==> config.mk <==
export PLATFORM = sky130hd
export DESIGN_NAME = pc_updater
export DESIGN_NICKNAME = d
export VERILOG_FILES = /design/src/rtl/pc_updater.sv
export SDC_FILE = /design/constraint.sdc
export NUM_CORES = 1
export LEC_CHECK = 0
export CAP_MARGIN = 20
export CORE_MARGIN = 10
export CORE_UTILIZATION = 25
export CTS_CLUSTER_SIZE = 16
export DETAILED_ROUTE_END_ITERATION = 8
export DONT_BUFFER_PORTS = 1
export PLACE_DENSITY = 0.38
export RECOVER_POWER = 50
export SETUP_SLACK_MARGIN = 0.02
export SLEW_MARGIN = 20
export SYNTH_ARGS = -nofsm -noshare
export SYNTH_HDL_FRONTEND = slang
export SYNTH_SLANG_ARGS = --single-unit
==> constraint.sdc <==
create_clock -name clk -period 6.1 [get_ports clk]
set_input_delay 0.915 -clock clk [delete_from_list [all_inputs] [get_ports clk]]
set_output_delay 0.915 -clock clk [all_outputs]
set_load 0.01 [all_outputs]
==> src/rtl/pc_updater.sv <==
// Program Counter stage: issues the PC to Fetch, then waits for the Execute
// result to compute the next PC, trapping on misaligned targets.
package core_pkg;
  localparam int ADDR_WIDTH    = 32;
  localparam int DATA_WIDTH    = 32;
  localparam int PC_CTRL_WIDTH = 3;

  localparam logic [PC_CTRL_WIDTH-1:0] PC_INC  = 3'd0;
  localparam logic [PC_CTRL_WIDTH-1:0] PC_SET  = 3'd1;
  localparam logic [PC_CTRL_WIDTH-1:0] PC_ADD  = 3'd2;
  localparam logic [PC_CTRL_WIDTH-1:0] PC_COND = 3'd3;

  typedef struct packed {
    logic [ADDR_WIDTH-1:0]    pc;
    logic [DATA_WIDTH-1:0]    exe_out;
    logic [DATA_WIDTH-1:0]    op3;
    logic [PC_CTRL_WIDTH-1:0] pc_ctrl;
  } exe2pc_t;
endpackage

module pc_updater
  import core_pkg::*;
#(
  parameter logic [ADDR_WIDTH-1:0] RESET_VECTOR  = '0,
  parameter int                    INSTRET_WIDTH = 64
) (
  input  logic                     clk,
  input  logic                     rstn,
  input  exe2pc_t                  exe2pc_i,
  input  logic                     exe2pc_valid_i,
  output logic                     exe2pc_ready_o,
  output logic [ADDR_WIDTH-1:0]    pc_o,
  output logic                     pc_valid_o,
  input  logic                     pc_ready_i,
  output logic                     misalign_o,
  output logic [ADDR_WIDTH-1:0]    misalign_addr_o,
  output logic [INSTRET_WIDTH-1:0] instret_o
);
  typedef enum logic [1:0] {ISSUE, WAIT, HALT} state_t;

  state_t                state, state_n;
  logic [ADDR_WIDTH-1:0] base, exe_out, op3, seq, target;
  logic                  misalign, xfer;

  // Next-PC datapath; DATA_WIDTH operands are resized to the address width.
  always_comb begin
    base    = exe2pc_i.pc;
    exe_out = ADDR_WIDTH'(exe2pc_i.exe_out);
    op3     = ADDR_WIDTH'(exe2pc_i.op3);
    seq     = base + ADDR_WIDTH'(4);
    target  = seq;
    case (exe2pc_i.pc_ctrl)
      PC_SET:  target = {exe_out[ADDR_WIDTH-1:1], 1'b0};
      PC_ADD:  target = base + exe_out;
      PC_COND: target = exe2pc_i.exe_out[0] ? base + op3 : seq;
      default: target = seq;
    endcase
    misalign = |target[1:0];
  end

  always_comb begin
    state_n        = state;
    pc_valid_o     = 1'b0;
    exe2pc_ready_o = 1'b0;
    xfer           = 1'b0;
    case (state)
      ISSUE: begin
        pc_valid_o = 1'b1;
        if (pc_ready_i) state_n = WAIT;
      end
      WAIT: begin
        exe2pc_ready_o = 1'b1;
        xfer           = exe2pc_valid_i;
        if (exe2pc_valid_i) state_n = misalign ? HALT : ISSUE;
      end
      default: state_n = HALT;
    endcase
  end

  always_ff @(posedge clk) begin
    if (!rstn) begin
      state           <= ISSUE;
      pc_o            <= RESET_VECTOR;
      misalign_o      <= 1'b0;
      misalign_addr_o <= '0;
      instret_o       <= '0;
    end else begin
      state <= state_n;
      if (xfer) begin
        // A misaligned transfer still retires, but leaves the PC untouched.
        instret_o <= instret_o + INSTRET_WIDTH'(1);
        if (misalign) begin
          misalign_o      <= 1'b1;
          misalign_addr_o <= target;
        end else begin
          pc_o <= target;
        end
      end
    end
  end
endmodule

# [Word-level counts from Yosys, hierarchy flattened]
# Cells that the tools add are included.
# Widths: inputs -> output; s select.
[word_totals] regBits=131 in_bits=103 output_inout_bits=131 wordCells=30
[op_classes] n_addsub=4 eq_ne=6 mux=9 n_bitwise=1 n_reduce_logical=5
[ops] operator="$pmux 32 s3" count=1
[ops] operator="$add 32x32->32" count=2
[ops] operator="$add 64x1->64 const B" count=1
[ops] operator="$add 32x3->32 const B" count=1
[ops] operator="$mux 32" count=1
[ops] operator="$eq 3x2->1 const B" count=2
[ops] operator="$mux 2" count=3
[ops] operator="$reduce_and 2->1" count=3
[ops] operator="$ne 2x2->1 const B" count=2
[ops] operator="$pmux 2 s2" count=1
[ops] operator="$eq 3x1->1 const B" count=1
[ops] operator="$mux 1" count=3
[ops] operator="$eq 2x1->1 const B" count=1
[ops] operator="$logic_not 2->1" count=1
[ops] operator="$reduce_or 2->1" count=1
[ops] operator="$not 1->1" count=1

# [Depth between registers and ports, before layout]
# Gate-level depths: netlist of the first run.
[depth] depth_word=7 depth_mapped=13

# [Worst setup path after synthesis of the first run]
# OpenSTA, ideal clock, no wires.
[synth_path] path_kind="input port to flip-flop" startpoint="input port exe2pc_i[35] (netlist name)" endpoint="register pc_o[28]" setup_time_ps=122 t_arrival_ps=3180 slack_ps=2797 path_stages=12 path_buffers=0 cell_sequence="ha_1 > inv_1 > fa_1 > nor2b_1 > o31a_1 > o21ai_1 > o31a_1 > o21bai_1 > a21oi_1 > a2111oi_0 > and4_1 > o31ai_1"
[synth_between] elab_chain_cells=5
[synth_rtl] item="start: declaration" line="29" text="input exe2pc_t exe2pc_i,"
[synth_rtl] item="$add 32x32->32 / $mux 32 (equally long branches)" line="54, 55"
[synth_rtl] item="$pmux 32 s3 *" line="52" text="case (exe2pc_i.pc_ctrl)"
[synth_rtl] item="$reduce_or 2->1" line="58" text="misalign = |target[1:0];"
[synth_rtl] item="$not 1->1 (no source line)"
[synth_rtl] item="$reduce_and 2->1 (no source line)"
[synth_rtl] item="end signal: assignment" line="96" text="pc_o <= target;"
[synth_rtl] item="end: declaration" line="32" text="output logic [ADDR_WIDTH-1:0] pc_o,"
# Every way passes the cells marked *; elsewhere a longest branch is shown, timed or not.
# A chain may end at the register's enable or synchronous reset.

# [Worst setup path in the final report of the first run]
[layout_path] startpoint="input port rstn" endpoint="register misalign_addr_o[11]"
[layout_rtl] item="start: declaration" line="28" text="input logic rstn,"
[layout_rtl] item="end signal: assignment" line="94" text="misalign_addr_o <= target;"
[layout_rtl] item="end: declaration" line="36" text="output logic [ADDR_WIDTH-1:0] misalign_addr_o,"
# No word-level cell between the ends.

==> results by group, run 1 <==
STA
  – Fin Setup TNS: 0 ps
  – Final Setup Violations: 0
  – Final Hold Fails: 0
  – RSZ-0062 raised after global routing: false
  – Tcrit/Tclk final: 68.7%
  – Clock Skews: 7.72 ps
  – Slew of the pin with the lowest slew margin: 3830 ps
  – Slew Viols, Final: 82
  – Worst rel slew slack: -155%
  – Peak Freq: 239 MHz
  – Fin crit period: 4190 ps

CTS
  – Post-CTS setup buffer count: 0
  – Num CTS Buffers: 17
  – Root Buffer: clkbuf_16
  – Sink Count: 131
  – H-tree lvl count: 4
  – Worst-path clk slew: 60 ps
  – Clock Latency Late Sink: 430 ps
  – Hold-fix buffer count after cts: 0
  – TritonCTS clock tree: yes
  – CTS Buffer Depth: 2
  – Resize count post-CTS: 0

Synth
  – Post-synthesis sequential area ratio: 26.2%
  – Ys Warns: 0
  – Post-synth top flop: dfxtp_1
  – Area contributors post-synth: dfxtp_1, ha_1, a21oi_1
  – Cell area after technology mapping: 10,000 sq um
  – Distinct cell type count after synthesis: 83
  – Synthesized area per cell: 7.60 sq um
  – Yosys reg bits: 131
  – Post-synth top area share: 26.2%
  – Largest area contributor in the netlist: dfxtp_1
  – Post-synth EDFFs: 0
  – Post-synthesis instance total: 1,319
  – Post-synth net total: 1,488
  – Fraction of registers with async set or reset after synthesis: 0%

Placed design
  – Placed cells: 1,789
  – Post-DP HPWL: 33.9 mm
  – # port buffers: 0
  – Final GP Congestion: 0.897

Routing
  – Total Wirelength: 42.3 mm
  – DRC violations left: 0
  – Antenna violation net count after detailed routing: 0
  – Post-DR wirelength/cell: 23.2 microns
  – Vias per Instance: 5.28
  – Iteration count of the initial detailed-routing pass: 5
  – Via count: 9,606
  – Drt initial violations: 594

Die
  – Initial Util: 25.3%
  – Core area: 39,600 sq um
  – Row count: 73
  – Die width: 220 microns
  – I/O pin count: 234
  – Die area: 48,500 sq um
  – Vert. Die Dim: 220 microns

Critical path
  – Max incr delay on CP: 2740 ps
  – CP Class: in -> reg
  – CP max-delay cell: clkbuf_1
  – Worst path cell trace: inv_1 -> clkbuf_1 -> o22ai_1
  – CP Launch Type: primary input
  – Worst-path maximum fanout: 81
  – Worst Path Required: 6260 ps
  – Worst Path Arrival: 4360 ps
  – Crit. End Element: flip-flop

Power
  – Pleak: 4.11 nW
  – Power Density: 222 nW/um^2
  – Max rail drop VDD: 216 uV

Global route
  – Total gr overflow: 0
  – Initial antenna violation count: 0
  – First-pass GRT wire length: 61.8 mm
  – Largest net degree at the start of global routing: 82
  – Vias in the first global route: 9,209
  – Tot GR Track Use: 16.9%

Finish
  – Area delta synth->final: 10.1%
  – Final core occ: 27.8%
  – N_diodes: 0
  – Commonest non-fill, non-tap cell in the layout: nor2_1
  – Share of cells above drive strength 1: 5.48%
  – Most frequent cells in the layout: nor2_1, nand2_1, dfxtp_1
  – Nets: 1,452
  – Non-Filler Instances: 1,820

Status
  – Status: complete, but fails checks
  – Failing checks: max-capacitance violations, max-slew violations

Flow run
  – Max Cap Viol: 1

Worst hold path
  – Hold Crit Class: reg -> reg
-- kinds of logic after synthesis --
kind of cell    after synthesis  synth area share (%)
fa+ha+maj                    66                  8.39
xor+xnor                    127                  11.1
simple gates                493                  24.6
flops                       131                  26.2
buf+inv                      92                  3.63
mux                           5                 0.500
compound gates              405                  25.6
-- flip-flops by register name, summed over array words and instances, names as in the netlist --
register and count:
instret_o 64, misalign_addr_o 32, state 2, pc_o 32, misalign_o 1
-- power by group --
| group | switching [W] | leakage (nW) | internal, W |
|---|---|---|---|
| sequential | 0.0000351 | 1.06 | 0.000877 |
| combinational | 0.000362 | 2.78 | 0.000213 |
| clock | 0.000367 | 0.274 | 0.000598 |
-- worst max-delay path: cells and delay by family --
family                 cells  cell delay, ps
AO/OA/AOI/OAI              1             300
buffers and inverters      2            3080
-- worst paths after layout --
| kind | start | endpoint | slack [ps] | cells past startpoint |
|---|---|---|---|---|
| worst max-delay path | rstn | misalign_addr_o[11]$_SDFFE_PN0P_ | 1910 | 3 |
| worst min-delay path | state[1]$_SDFFE_PN0P_ | state[0]$_SDFFE_PN0P_ | 500 | 1 |
| worst max register to register | instret_o[3]$_SDFFE_PN0P_ | instret_o[54]$_SDFFE_PN0P_ | 3340 | 9 |
| worst min register to register | state[1]$_SDFFE_PN0P_ | state[0]$_SDFFE_PN0P_ | 500 | 1 |
-- synth_stat cells, types with 4 or more instances --
cell        n
nor2_1    143
xnor2_1    59
o31ai_1    10
clkbuf_1   47
o21ai_0    83
and2_1     13
buf_2      12
nor4_1      5
xor2_1     68
and4_1      9
o21bai_1   11
nand3_1    54
a21oi_1   127
a211oi_1   18
nand4_1    31
ha_1       64
inv_1      26
a31oi_1    10
a221oi_1   10
nor3_1     13
a21o_1     28
nand2b_1    8
buf_1       4
or2_2       5
mux2i_1     5
or3_1      17
o22ai_1    12
o211ai_1   13
nand2_1   136
dfxtp_1   131
nand3b_1    4
o21ai_1     9
nor2b_1     5
a22oi_1    11
o21a_1     15
a41oi_1     5
and3_1     22
o221ai_1    7
-- per-stage QoR --
stage | setup WS, ps | cell area, sq um | power (W) | hold WS [ps]
2_1_floorplan | 2800 | 10000 | 0.00135 | 463
3_3_place_gp | 2190 | 10500 | 0.00151 | 492
3_5_place_dp | 2180 | 10500 | 0.00150 | 501
4_1_cts | 2640 | 11000 | 0.00249 | 505
5_1_grt | 1450 | 11000 | 0.00259 | 539
6_report | 1910 | 11000 | 0.00245 | 503
-- cell type report --
| cell class | instances | area (sq um) |
|---|---|---|
| fillers | 4361 | 28600 |
| multi-input cells | 1096 | 7040 |
| flip-flops and latches | 131 | 2620 |
| well taps | 525 | 657 |
| clock buffers | 26 | 499 |
| inverters | 28 | 105 |
| repair buffers | 9 | 63.8 |
| clock inverters | 5 | 50.0 |
-- layer usage --
layer | vias up | track usage, % | wire, microns
met5 | - | 0 | 0
met4 | 0 | 3.74 | 545
met3 | 23 | 6.28 | 4010
met2 | 262 | 27.6 | 19700
met1 | 4569 | 20.8 | 18000
li1 | 4752 | - | -
(Power assumes the default switching activity.)
==> inputs of run 2 (changes only) <==
--- a/config.mk
+++ b/config.mk
@@ -11,7 +11,7 @@
 export CTS_CLUSTER_SIZE = 16
 export DETAILED_ROUTE_END_ITERATION = 8
 export DONT_BUFFER_PORTS = 1
-export PLACE_DENSITY = 0.38
+export PLACE_DENSITY = 0.4
 export RECOVER_POWER = 50
 export SETUP_SLACK_MARGIN = 0.02
 export SLEW_MARGIN = 20
==> constraint.sdc (replaced) <==
create_clock -name clk -period 3.71 [get_ports clk]
set_input_delay 0.5565 -clock clk [delete_from_list [all_inputs] [get_ports clk]]
set_output_delay 0.5565 -clock clk [all_outputs]
set_load 0.01 [all_outputs]
==> results by group, run 2 (same netlist as run 1, synthesis figures left out) <==
CTS
  – TritonCTS clock tree: yes (unchanged)
  – CTS Buffer Depth: 2 (unchanged)
  – Clock Latency Late Sink: 420 ps (was 430 ps)
  – H-tree lvl count: 4 (unchanged)
  – Root Buffer: clkbuf_16 (unchanged)
  – Post-CTS setup buffer count: 0 (unchanged)
  – Sink Count: 131 (unchanged)
  – Worst-path clk slew: 60 ps (about the same)
  – Hold-fix buffer count after cts: 0 (unchanged)
  – Resize count post-CTS: 0 (unchanged)
  – Num CTS Buffers: 17 (unchanged)

Critical path
  – R2R cell count: 9 (unchanged)
  – Crit. End Element: flip-flop (unchanged)
  – Launch point of the worst reg-to-reg path: instret_o[3]$_SDFFE_PN0P_ (unchanged)
  – Worst path cell trace: ha_1 -> a21o_1 -> a21oi_1 -> a21boi_1 -> o211ai_1 -> a41oi_1 -> a21o_1 -> a2111oi_0 -> a211oi_1 -> nor2_1 -> o31ai_1 (was inv_1 -> clkbuf_1 -> o22ai_1)
  – Worst Path Arrival: 3430 ps (was 4360 ps)
  – CP Class: in -> reg (unchanged)
  – CP max-delay cell: a2111oi_0 (was clkbuf_1)
  – Worst Path Required: 4010 ps (was 6260 ps)
  – CP Launch Type: primary input (unchanged)
  – Max incr delay on CP: 600 ps (was 2740 ps)
  – Most used cell, CP: a21o_1
  – Register-to-Register Setup Slack: 990 ps (was 3340 ps)
  – R2r endpoint: instret_o[56]$_SDFFE_PN0P_ (was instret_o[54]$_SDFFE_PN0P_)
  – Worst-path maximum fanout: 5 (was 81)

Routing
  – Iteration count of the initial detailed-routing pass: 6 (was 5)
  – Post-DR wirelength/cell: 22.9 microns (was 23.2 microns)
  – Via count: 9,672 (was 9,606)
  – Drt initial violations: 536 (was 594)
  – Antenna violation net count after detailed routing: 0 (unchanged)
  – Total Wirelength: 42.1 mm (was 42.3 mm)
  – Vias per Instance: 5.26 (was 5.28)
  – DRC violations left: 0 (unchanged)

STA
  – Fin crit period: 3130 ps
  – RSZ-0062 raised after global routing: false (unchanged)
  – Final Hold Slack: 295 ps (was 503 ps)
  – Tcrit/Tclk final: 84.2%
  – Slew of the pin with the lowest slew margin: 1650 ps (was 3830 ps)
  – Clock Skews: 7.70 ps (was 7.72 ps)
  – Slew Viols, Final: 75 (was 82)
  – Final Hold Fails: 0 (unchanged)
  – Fin Setup TNS: 0 ps (unchanged)
  – Final Setup Violations: 0 (unchanged)
  – Worst rel slew slack: -9.97% (was -155%)
  – Peak Freq: 320 MHz

Finish
  – Commonest non-fill, non-tap cell in the layout: nor2_1 (unchanged)
  – Area delta synth->final: 13.0% (was 10.1%)
  – Top Registers: instret_o x64, misalign_addr_o x32, pc_o x32 (unchanged)
  – Top reg by flops: instret_o (unchanged)
  – Most frequent cells in the layout: nor2_1, nand2_1, dfxtp_1 (unchanged)
  – N_diodes: 0 (unchanged)
  – Share of cells above drive strength 1: 7.15% (was 5.48%)
  – Nets: 1,471 (was 1,452)
  – Max reg flops: 64 (unchanged)
  – Design Area, Final: 11,300 sq um (was 11,000 sq um)

Power
  – Int Power: 0.00316 W (was 0.00169 W)
  – Tot Pwr: 0.00446 W (was 0.00245 W)
  – Switching power: 0.00131 W (was 0.000764 W)
  – Power Density: 394 nW/um^2 (was 222 nW/um^2)
  – Pleak: 4.27 nW (was 4.11 nW)
  – Power share of the sequential group: 33.5% (was 37.2%)
  – Max rail drop VDD: 296 uV (was 216 uV)
  – Switching share of total power: 29.3% (was 31.2%)
  – Clock Power Share: 44.9% (was 39.3%)
  – Logic pwr share: 21.6% (was 23.5%)

Die
  – Row count: 73 (unchanged)
  – Die area: 48,500 sq um (unchanged)
  – Die width: 220 microns (unchanged)
  – Initial Util: 25.3% (unchanged)
  – Vert. Die Dim: 220 microns (unchanged)
  – Core area: 39,600 sq um (unchanged)
  – I/O pin count: 234 (unchanged)

Placed design
  – # port buffers: 0 (unchanged)
  – Final GP Congestion: 0.891 (was 0.897)
  – Post-DP HPWL: 34.1 mm (was 33.9 mm)
  – Placed cell areas: 10,600 sq um (was 10,500 sq um)

Worst hold path
  – Worst hold start: rstn (was state[1]$_SDFFE_PN0P_)
  – Hold Crit Class: in -> reg (was reg -> reg)
  – Hold path endpoint: instret_o[19]$_SDFFE_PN0P_ (was state[0]$_SDFFE_PN0P_)
  – Hold Crit Depth: 1 (unchanged)

Global route
  – Vias in the first global route: 9,464 (was 9,209)
  – Largest net degree at the start of global routing: 75 (was 82)
  – Total gr overflow: 0 (unchanged)
  – First-pass GRT wire length: 62.8 mm (was 61.8 mm)
  – Initial antenna violation count: 1 (was 0)
  – Tot GR Track Use: 17.1% (was 16.9%)

Status
  – Status: complete, but fails checks (unchanged)
  – Failing checks: max-capacitance violations, max-slew violations (unchanged)

Flow run
  – Max Cap Viol: 1 (unchanged)
## run 2: cell type report
class                           count  area [sq um]
Clock buffer                       19           443
Clock inverter                     12           250
Fill cell                        4339         28300
Inverter                           28           105
Multi-Input combinational cell   1096          7040
Sequential cell                   131          2620
Tap cell                          525           657
Timing Repair Buffer               28           208
## run 2: metal layers
layer | wire length [microns] | global-route usage [%] | share of wire [%]
met4 | 701 | 4.09 | 1.7
met2 | 19800 | 28.1 | 47
met1 | 17600 | 20.8 | 42
met3 | 4000 | 6.05 | 9.5
met5 | 20 | 0 | 0.047
## run 2: critical path, delay by kind of cell
kind	cells	cell delay, ps
fa+ha+maj	1	340
simple gates	1	280
compound gates	9	2250
## run 2: worst max-delay path by stage
stage	start	endpoint	depth (start not counted)
2_1_floorplan	exe2pc_i[35]	pc_o[28]$_SDFFE_PN0P_	12
3_3_place_gp	exe2pc_i[4]	misalign_addr_o[21]$_SDFFE_PN0P_	11
3_5_place_dp	exe2pc_i[6]	pc_o[21]$_SDFFE_PN0P_	11
4_1_cts	exe2pc_i[4]	misalign_addr_o[21]$_SDFFE_PN0P_	11
5_1_grt	exe2pc_i[3]	misalign_addr_o[20]$_SDFFE_PN0P_	12
6_report	exe2pc_i[6]	misalign_addr_o[25]$_SDFFE_PN0P_	11
## run 2: power by group through the flow
stage | logic (W) | clock network (W) | registers [W]
6_report | 0.000963 | 0.00201 | 0.00150
5_1_grt | 0.00108 | 0.00212 | 0.00150
4_1_cts | 0.000966 | 0.00206 | 0.00150
3_5_place_dp | 0.000958 | 0 | 0.00153
3_3_place_gp | 0.000968 | 0 | 0.00153
2_1_floorplan | 0.000709 | 0 | 0.00151
## run 2: stage by stage
stage,std cells,utilization [%],setup WS (ps)
after global routing,1839,28.6,415
after floorplan,1319,-,766
final,1839,28.6,585
after global placement,1808,26.8,240
after detailed placement,1808,26.8,202
after CTS,1839,28.6,659
